File: src/rtl/shift_seq_ctrl.sv
// Multi-cycle 32-bit shifter: one bit per clock for SHR/SHRA/SHL/ROR/ROL,
// with abort, a one-cycle done pulse and a live step counter.
module shift_seq_ctrl (
    input  logic        clock,
    input  logic        clear,
    input  logic        start,
    input  logic        abort,
    input  logic [2:0]  op,
    input  logic [31:0] operand,
    input  logic [4:0]  shamt,
    output logic        busy,
    output logic        done,
    output logic [31:0] result,
    output logic [4:0]  remaining
);

    typedef enum logic [1:0] {
        IDLE  = 2'd0,
        SHIFT = 2'd1,
        DONE  = 2'd2
    } state_t;

    localparam logic [2:0] OP_SHR  = 3'b000;
    localparam logic [2:0] OP_SHRA = 3'b001;
    localparam logic [2:0] OP_SHL  = 3'b010;
    localparam logic [2:0] OP_ROR  = 3'b011;
    localparam logic [2:0] OP_ROL  = 3'b100;

    state_t      r_state;
    logic [2:0]  r_op;
    logic [31:0] r_result;
    logic [4:0]  r_remaining;
    logic        r_busy;
    logic        r_done;

    state_t      w_nextState;
    logic [2:0]  w_nextOp;
    logic [31:0] w_nextResult;
    logic [4:0]  w_nextRemaining;
    logic        w_opValid;

    // One-bit step of the latched operation; unused codes never reach SHIFT.
    function automatic logic [31:0] stepOnce(input logic [31:0] value,
                                             input logic [2:0]  opSel);
        logic [31:0] stepped;
        case (opSel)
            OP_SHR:  stepped = {1'b0, value[31:1]};
            OP_SHRA: stepped = {value[31], value[31:1]};
            OP_SHL:  stepped = {value[30:0], 1'b0};
            OP_ROR:  stepped = {value[0], value[31:1]};
            OP_ROL:  stepped = {value[30:0], value[31]};
            default: stepped = value;
        endcase
        return stepped;
    endfunction

    assign w_opValid = (op <= OP_ROL);

    always_comb begin
        w_nextState     = r_state;
        w_nextOp        = r_op;
        w_nextResult    = r_result;
        w_nextRemaining = r_remaining;

        case (r_state)
            IDLE: begin
                if (start) begin
                    w_nextOp     = op;
                    w_nextResult = operand;
                    // Unused op codes behave exactly like a zero-length shift.
                    if (w_opValid && (shamt != 5'd0)) begin
                        w_nextRemaining = shamt;
                        w_nextState     = SHIFT;
                    end else begin
                        w_nextRemaining = 5'd0;
                        w_nextState     = DONE;
                    end
                end
            end

            SHIFT: begin
                // The abort edge still performs its step, leaving the partial value.
                w_nextResult    = stepOnce(r_result, r_op);
                w_nextRemaining = r_remaining - 5'd1;
                if (abort) begin
                    w_nextState = IDLE;
                end else if (r_remaining <= 5'd1) begin
                    w_nextRemaining = 5'd0;
                    w_nextState     = DONE;
                end
            end

            DONE: begin
                w_nextState = IDLE;
            end

            default: begin
                w_nextState = IDLE;
            end
        endcase
    end

    always_ff @(posedge clock) begin
        if (clear) begin
            r_state     <= IDLE;
            r_op        <= 3'd0;
            r_result    <= 32'd0;
            r_remaining <= 5'd0;
            r_busy      <= 1'b0;
            r_done      <= 1'b0;
        end else begin
            r_state     <= w_nextState;
            r_op        <= w_nextOp;
            r_result    <= w_nextResult;
            r_remaining <= w_nextRemaining;
            r_busy      <= (w_nextState != IDLE);
            r_done      <= (w_nextState == DONE);
        end
    end

    assign busy      = r_busy;
    assign done      = r_done;
    assign result    = r_result;
    assign remaining = r_remaining;

endmodule
File: config.mk
export PLATFORM = sky130hd
export DESIGN_NAME = shift_seq_ctrl
export DESIGN_NICKNAME = d
export VERILOG_FILES = /design/src/rtl/shift_seq_ctrl.sv
export SDC_FILE = /design/constraint.sdc
export NUM_CORES = 1
export LEC_CHECK = 0
export ABC_AREA = 1
export CAP_MARGIN = 20
export CORE_MARGIN = 10
export CORE_UTILIZATION = 30
export DETAILED_ROUTE_END_ITERATION = 8
export HOLD_SLACK_MARGIN = 0.05
export MAX_ROUTING_LAYER = met4
export SYNTH_ARGS = -nofsm -noshare
export SYNTH_HDL_FRONTEND = slang
export SYNTH_SLANG_ARGS = --single-unit
File: constraint.sdc
create_clock -name clock -period 1.6 [get_ports clock]
set_input_delay 0.32 -clock clock [delete_from_list [all_inputs] [get_ports clock]]
set_output_delay 0.32 -clock clock [all_outputs]
set_load 0.02 [all_outputs]
==> results_dict.tcl <==
set metrics [dict create \
    critPathKind "reg2out" \
    synth_area_leader_cell "dfxtp_1" \
    grt_pass1_vias 3014 \
    cts_setup_buffers 0 \
    via_count 3109 \
    layout-drive-gt1-share_pct 11.3 \
    wl_per_cell_microns 12.2 \
    clk_pin_slew_ns 0.09 \
    hold_buffers 0 \
    cts_buffer_depth 2 \
    skew_ns 0.0172 \
    dp_hpwl_microns 6520 \
    outcome "finished, final reports clean" \
    ys.flop_type "dfxtp_1" \
    relSlewSlack_pct 75.9 \
    cts_root_buf "clkbuf_8" \
    drcViolationCount 0 \
    drt_pass1_iterations 4 \
    worstSetupPathDepth 1 \
    p_leak_nw 2.19 \
    cts-buffers-inserted 5 \
    num_io_pins 83 \
    grt_use_total_pct 11.8 \
    drt_iter0_drc 145 \
    grt_pass1_wl_microns 14200 \
    cpPeakStageDelay_ns 0.60 \
    regToRegSetupSlack_ns 0.21 \
    dieArea_sq_um 14600 \
    drtAntennaViolNets 0 \
    reg2regPathDepth 7 \
    gp_congestion 0.870 \
    startpoint_type "flip-flop" \
    grt_max_degree 62 \
    syn_area_sq_um 3040 \
    path_max_fanout 1 \
    synth.distinct_cells 25 \
    grt_overflow_total 0 \
    synth.avg_cell_area_sq_um 6.14 \
    slew_viol_final 0 \
    rows 36 \
    whs_path_depth 4 \
    portBuffers 82 \
    synth.yosys.seq_area_share_pct 29.0 \
    clock_latency_ns 0.31 \
    slowest_stage "clkdlybuf4s50_1" \
    worstMarginPinSlew_ns 0.361 \
    fill_cells 1102 \
    crit_required_ns 1.28 \
    worstPathArrival_ns 1.22 \
    h-tree-depth 2 \
    yosysWarnings 0 \
    die_h_microns 121 \
    fp.dieW_microns 121 \
    grt_setup_unrepaired "false" \
    drv_cap 0 \
    synth_edf_count 0 \
    wl_microns 8610 \
    cts_tree "built" \
    post_cts_resized 24 \
    critPathTopFamily "buffers and inverters" \
    ys_ff_latch 44 \
    antenna_cells 0 \
    synth_nets 541 \
    hold_path.class "reg2reg" \
    end_kind "primary output" \
    initial_core_util_pct 31.0 \
    via_per_inst 4.39 \
    synthCells 495 \
    period_needed_ns 1.54 \
    nNetsFinal 620 \
    synth_area_leaders "dfxtp_1 29%, nand2_1 19%, inv_1 10%, nor2_1 9.0%, a21oi_2 8.6%" \
    coreArea_sq_um 9820 \
    dpl-instance-area_sq_um 3940 \
    power_density_nw_per_um2 836 \
    tns_ns 0 \
    hold_viol_final 0 \
    timing.fmax_mhz 650 \
    timing.final.crit_share_pct 96.2 \
    irDropWorstVdd_mv 0.306 \
    antenna_found_initial 0 \
    setup_viol 0 \
    stdcell_area_sq_um 4030 \
    cts.sinks 44 \
    synthArstFlopShare_pct 0 \
    synthTopCellsByCount "152 x nand2_1, 82 x inv_1, 73 x nor2_1" \
    synthDominantCellAreaShare_pct 29.0 \
    area_growth_pct 32.6 \
    crit_chain "clkdlybuf4s50_1" \
    crit_buf_inv 1 \
    synth.most_common_cell "nand2_1" \
]
logic make-up (layout without fill, tap and decap cells):
| logic type | after synthesis | in the layout | share of synthesized area [%] |
|---|---|---|---|
| adder cells (fa/ha/maj) | 2 | 2 | 0.823 |
| AO/OA/AOI/OAI | 55 | 55 | 13.0 |
| flip-flops | 44 | 44 | 29.0 |
| buffers and inverters | 109 | 189 | 17.4 |
| AND/OR/NAND/NOR | 285 | 285 | 39.8 |
through the flow:
stage	power, mW	setup slack, ns	utilization [%]	hold WS, ns	cells
2_1_floorplan	2.25	0.282	-	0.389	495
3_3_place_gp	2.70	-0.00364	40.1	0.568	700
3_5_place_dp	2.71	-0.0464	40.1	0.570	700
4_1_cts	3.41	0.0000924	40.7	0.587	708
5_1_grt	3.61	0.0199	41.1	0.626	708
6_report	3.37	0.0609	41.1	0.578	708
flip-flops by register name (all words and copies together), names as in the netlist:
name / cells
result: 32
busy: 1
done: 1
r_op: 3
remaining: 5
r_state: 2
layout make-up:
type	count	area, sq um	area share [%]
multi-input cells	342	1630	40.4
repair buffers	96	943	23.4
clock inverters	3	23.8	0.590
well taps	133	166	4.13
inverters	85	319	7.91
flip-flops and latches	44	881	21.8
clock buffers	5	68.8	1.71
final timing paths:
check / from / end
max: busy / busy
min reg2reg: result[16] / result[16]
min: result[16] / result[16]
max reg2reg: r_state[0] / result[26]
power by group:
group	switching (mW)	internal (mW)	leakage (nW)	total, mW
registers	0.0788	1.21	0.365	1.29
clock network	0.442	0.310	0.0404	0.753
logic	0.805	0.522	1.78	1.33
worst reg2reg max path, delay by kind of cell, from the launching register on:
family                 cells  cell delay, ns
and+or+nand+nor            5            0.79
DFF                        1            0.38
buffers and inverters      1            0.08
AOI/OAI and AO/OA          1            0.03
placed cells by master (no fill, tap or decap), types with 2 or more instances in the layout:
master,instances
clkbuf_8,5
nand2_2,5
buf_4,13
clkdlybuf4s50_1,44
o21bai_1,2
ha_1,2
a21oi_1,14
nand4_1,4
inv_1,82
o21ai_0,7
a31oi_1,2
dlymetal6s2s_1,14
a21oi_2,30
nand2_1,152
dlygate4sd2_1,24
clkinvlp_4,2
nand3_1,46
inv_2,3
dfxtp_1,44
nor2_1,73
routing by layer:
| layer | track usage, % | up-vias | routed length (microns) | share of wire [%] |
|---|---|---|---|---|
| li1 | - | 1654 | - | - |
| met1 | 15.3 | 1372 | 4350 | 50 |
| met2 | 18.3 | 78 | 3790 | 44 |
| met3 | 2.98 | 5 | 429 | 5.0 |
| met4 | 2.41 | 0 | 45 | 0.52 |
| met5 | - | - | 0 | 0 |
(Power assumes the default switching activity.)
